### config.mk
export PLATFORM = sky130hd
export DESIGN_NAME = tdm_demux
export DESIGN_NICKNAME = d
export VERILOG_FILES = /design/src/rtl/tdm_demux.sv
export SDC_FILE = /design/constraint.sdc
export NUM_CORES = 1
export LEC_CHECK = 0
export CELL_PAD_IN_SITES_DETAIL_PLACEMENT = 0
export CELL_PAD_IN_SITES_GLOBAL_PLACEMENT = 1
export CORE_ASPECT_RATIO = 0.7
export CORE_MARGIN = 2
export CORE_UTILIZATION = 40
export CTS_BUF_LIST = sky130_fd_sc_hd__clkbuf_8
export CTS_CLUSTER_DIAMETER = 120
export DETAILED_ROUTE_END_ITERATION = 8
export MAX_ROUTING_LAYER = met4
export PLACE_DENSITY = 0.76
export SLEW_MARGIN = 20
export SYNTH_ARGS = -nofsm -noshare
export SYNTH_HDL_FRONTEND = slang
export SYNTH_SLANG_ARGS = --single-unit
### constraint.sdc
create_clock -name clk -period 1.74 [get_ports clk]
set_clock_uncertainty 0.05 [all_clocks]
set_input_delay 0.522 -clock clk [delete_from_list [all_inputs] [get_ports clk]]
set_output_delay 0.522 -clock clk [all_outputs]
set_load 0.05 [all_outputs]
### src/rtl/tdm_demux.sv
// Purpose : TDM word-bus receiver; routes slot k of each sof-tagged frame to channel k.
// Latency : last word sampled on edge N -> ch_data/frame_valid visible in cycle N+1.
// Backpressure: none; the receiver always accepts, and in_valid=0 simply stalls a frame.
//
// Ports:
//   clk, rst_n   rising-edge clock; asynchronous active-low reset
//   in_data      WIDTH-bit TDM word, sampled when in_valid=1
//   in_valid     qualifies in_data/in_sof
//   in_sof       marks the word as slot 0 of a frame
//   ch_data      CHANNELS*WIDTH; channel k = ch_data[k*WIDTH +: WIDTH]
//   frame_valid  1-cycle pulse when ch_data has just been updated
//   sync         1 while locked to the frame structure (RUN)
//   err          1-cycle pulse on a framing error
module tdm_demux #(
    parameter int CHANNELS = 4,
    parameter int WIDTH    = 8
) (
    input  logic                      clk,
    input  logic                      rst_n,
    input  logic [WIDTH-1:0]          in_data,
    input  logic                      in_valid,
    input  logic                      in_sof,
    output logic [CHANNELS*WIDTH-1:0] ch_data,
    output logic                      frame_valid,
    output logic                      sync,
    output logic                      err
);

    localparam int SW = $clog2(CHANNELS);
    localparam logic [SW-1:0] LAST = SW'(CHANNELS - 1);

    localparam logic [0:0] HUNT = 1'b0;
    localparam logic [0:0] RUN  = 1'b1;

    logic [0:0]       state;
    logic [SW-1:0]    slot;
    // The last slot is never stored: it goes straight into ch_data with the
    // shadow words, so only CHANNELS-1 shadow entries are needed.
    logic [WIDTH-1:0] shadow [CHANNELS-1];

    logic [CHANNELS*WIDTH-1:0] frame_word;

    always_comb begin
        frame_word = '0;
        for (int k = 0; k < CHANNELS - 1; k++) begin
            frame_word[k*WIDTH +: WIDTH] = shadow[k];
        end
        frame_word[(CHANNELS-1)*WIDTH +: WIDTH] = in_data;
    end

    assign sync = (state == RUN);

    always_ff @(posedge clk or negedge rst_n) begin
        if (!rst_n) begin
            state       <= HUNT;
            slot        <= '0;
            ch_data     <= '0;
            frame_valid <= 1'b0;
            err         <= 1'b0;
            for (int k = 0; k < CHANNELS - 1; k++) begin
                shadow[k] <= '0;
            end
        end else begin
            frame_valid <= 1'b0;
            err         <= 1'b0;
            if (in_valid) begin
                if (state == HUNT) begin
                    // Words without sof are silently discarded while hunting.
                    if (in_sof) begin
                        shadow[0] <= in_data;
                        slot      <= SW'(1);
                        state     <= RUN;
                    end
                end else if (in_sof) begin
                    // sof in the middle of a frame: drop the partial frame
                    // and resynchronise on this word.
                    if (slot != '0) begin
                        err <= 1'b1;
                    end
                    shadow[0] <= in_data;
                    slot      <= SW'(1);
                end else if (slot == '0) begin
                    // Expected sof did not arrive: lose lock.
                    err   <= 1'b1;
                    state <= HUNT;
                end else if (slot == LAST) begin
                    ch_data     <= frame_word;
                    frame_valid <= 1'b1;
                    slot        <= '0;
                end else begin
                    for (int k = 1; k < CHANNELS - 1; k++) begin
                        if (slot == SW'(k)) begin
                            shadow[k] <= in_data;
                        end
                    end
                    slot <= slot + SW'(1);
                end
            end
        end
    end

endmodule
==> flow_summary.json <==
{
  "ios": 47,
  "clk_pin_slew_ps": 60,
  "cap_violations": 0,
  "regArea_um2": 1530,
  "critPathKind": "input port to flop",
  "drive_gt1_share_pct": 58.9,
  "viasPerCell": 4.90,
  "arrival_ps": 1870,
  "cts-root-buf": "clkbuf_8",
  "synth_area_per_cell_um2": 15.8,
  "synth_area_leaders": "dfrtp_1 63%, mux2_2 23%, ha_1 3.6%, mux2_1 2.8%, buf_2 1.0%",
  "coreArea_um2": 5780,
  "grt_max_degree": 62,
  "gp_congestion": 0.730,
  "critPathLaunchType": "input port",
  "drc": 0,
  "final_nets": 246,
  "yosysMostFrequentCell": "dfrtp_1",
  "synth_nets": 173,
  "r2r_cells": 8,
  "ys_types": 20,
  "period_share_pct": 98.0,
  "grt_pass1_wl_um": 8680,
  "ant_nets": 0,
  "postCtsHoldBufs": 0,
  "yosys_warnings": 0,
  "clockBufferDepth": 2,
  "setup_ws_ps": 35.1,
  "fp.dieW_um": 97.1,
  "setup.worst_path.end_class": "flop",
  "start_util_pct": 41.9,
  "ir_worst_vdd_v": 0.000945,
  "ys_top_cells_by_count": "61 x dfrtp_1, 50 x mux2_2, 7 x ha_1, 6 x mux2_1",
  "clock_sinks": 61,
  "rows": 23,
  "period_needed_ps": 1700,
  "drt_iter0_markers": 46,
  "fin_area_um2": 3840,
  "track_usage_pct": 17.5,
  "drt-total-wl_um": 5080,
  "antenna_found_initial": 0,
  "h-tree-depth": 3,
  "worst_slew_pin_slew_ps": 318,
  "crit_fanout": 8,
  "netlist_area_um2": 2430,
  "yosysTopAreaCellShare_pct": 62.9,
  "vias": 1500,
  "first_pass_iters": 4,
  "min-delay-path-class": "input port to async pin",
  "setup_tns_ps": 0,
  "cts_buffers": 9,
  "cp.required_ps": 1900,
  "placed_area_um2": 3440,
  "tritoncts": "yes",
  "wl_per_cell_um": 16.6,
  "ys_seq_elements": 61,
  "synthCells": 154,
  "dp_hpwl_um": 3350,
  "dp_slack_ps": -380,
  "die-area_um2": 6710,
  "status": "finished clean",
  "async_flop_share_pct": 100,
  "multi_input_area_um2": 892,
  "relSlewSlack_pct": 78.8,
  "portBuffers": 46,
  "fillers": 386,
  "clock_latency_ps": 330,
  "diodes": 0,
  "leakage_nw": 1.83,
  "grt_pass1_vias": 1717,
  "synth-seq-area-share_pct": 62.9,
  "grt-ovfl-total": 0,
  "maxSlewViolCount": 0,
  "synth-edff-count": 0,
  "power_density_nw_per_um2": 1880,
  "hold_viol": 0,
  "max_freq_mhz": 587,
  "die_y_um": 69.2,
  "area_growth_pct": 58.2,
  "synthFlopType": "dfrtp_1",
  "grt_setup_unrepaired": "no",
  "synth_largest_area_cell": "dfrtp_1",
  "finalSetupViolations": 0
}
-- report_power, final --
group          leakage, nW  total [mW]  switching, mW  internal (mW)
sequential           0.784        2.36          0.434           1.93
clock                0.115        1.44          0.527          0.916
combinational        0.932        3.40           1.62           1.78
total                 1.83        7.20           2.58           4.62
-- layer usage --
metal	track usage, %	part of all wire (%)
met5	-	0
met4	4.23	0.83
met3	7.91	5.9
met2	26.6	49
met1	21.5	44
-- state kept, by name, indices dropped and copies added (netlist names) --
register and cells:
ch_data 32, err 1, frame_valid 1, frame_word 24, slot 2, sync 1
-- critical path, stage by stage --
cell and delay, ps:
clkdlybuf4s50_1 550, and4b_2 320, nand2_4 130, mux2_1 340
-- cell families (layout without fill, tap and decap cells) --
kind of cell | count (synthesis) | after routing | share of synthesized area, %
and+or+nand+nor | 13 | 13 | 3.71
AOI/OAI and AO/OA | 6 | 6 | 1.50
buffers and inverters | 11 | 88 | 2.27
muxes | 56 | 56 | 26.0
adders and majority gates | 7 | 7 | 3.61
DFF | 61 | 61 | 62.9
-- final timing paths --
check,startpoint,endpoint,slack (ps)
min,rst_n,ch_data[11]$_DFFE_PN0P_,120
min reg2reg,frame_word[12]$_DFFE_PN0P_,frame_word[12]$_DFFE_PN0P_,450
max in group asynchronous,rst_n,sync$_DFFE_PN0P_,1230
max,in_valid,frame_word[20]$_DFFE_PN0P_,40
min in group clk,frame_word[12]$_DFFE_PN0P_,frame_word[12]$_DFFE_PN0P_,450
max reg2reg,slot[0]$_DFFE_PN0P_,ch_data[18]$_DFFE_PN0P_,60
-- layout by cell type, fill, tap and decap left out --
cell             instances
a21oi_1                  1
a31oi_1                  2
and4b_2                  1
buf_12                  40
buf_16                   2
buf_2                    1
buf_4                   15
bufinv_16                2
clkbuf_8                12
clkdlybuf4s50_1          9
clkinvlp_4               1
dfrtp_1                 60
dfrtp_2                  1
dlygate4sd2_1            1
ha_1                     4
ha_2                     1
ha_4                     2
inv_1                    2
inv_2                    3
mux2_1                   4
mux2_2                  49
mux2_4                   3
nand2_1                  3
nand2_4                  2
nand2b_1                 1
nand3_1                  1
nand4_4                  1
nor2_1                   2
nor2b_1                  1
nor3b_1                  1
o21ai_0                  2
o2bb2ai_1                1
-- per-stage QoR --
stage / utilization (%) / power [mW] / cells / hold slack, ps
after floorplan: - / 3.86 / 154 / 176
after global placement: 59.5 / 5.50 / 284 / 417
after detailed placement: 59.5 / 5.61 / 284 / 432
after CTS: 65.4 / 7.13 / 303 / 139
after global routing: 66.3 / 7.54 / 306 / 139
final: 66.3 / 7.20 / 306 / 124
-- area by class of cell --
class,instances,share of cell area (%)
sequential,61,39.8
clock inverter,3,1.76
multi-input combinational,82,23.2
tap,75,2.45
timing repair buffer,68,27.9
inverter,5,0.489
clock buffer,12,4.30
-- repair_timing --
action                                  4_1_cts  5_1_grt
gates cloned                                  2        0
endpoints found under the setup margin       32       44
setup buffers                                 2        3
hold endpoints to repair                      0        0
gates resized for setup                      10        6
pin swaps                                     3        1
(Power assumes the default switching activity.)
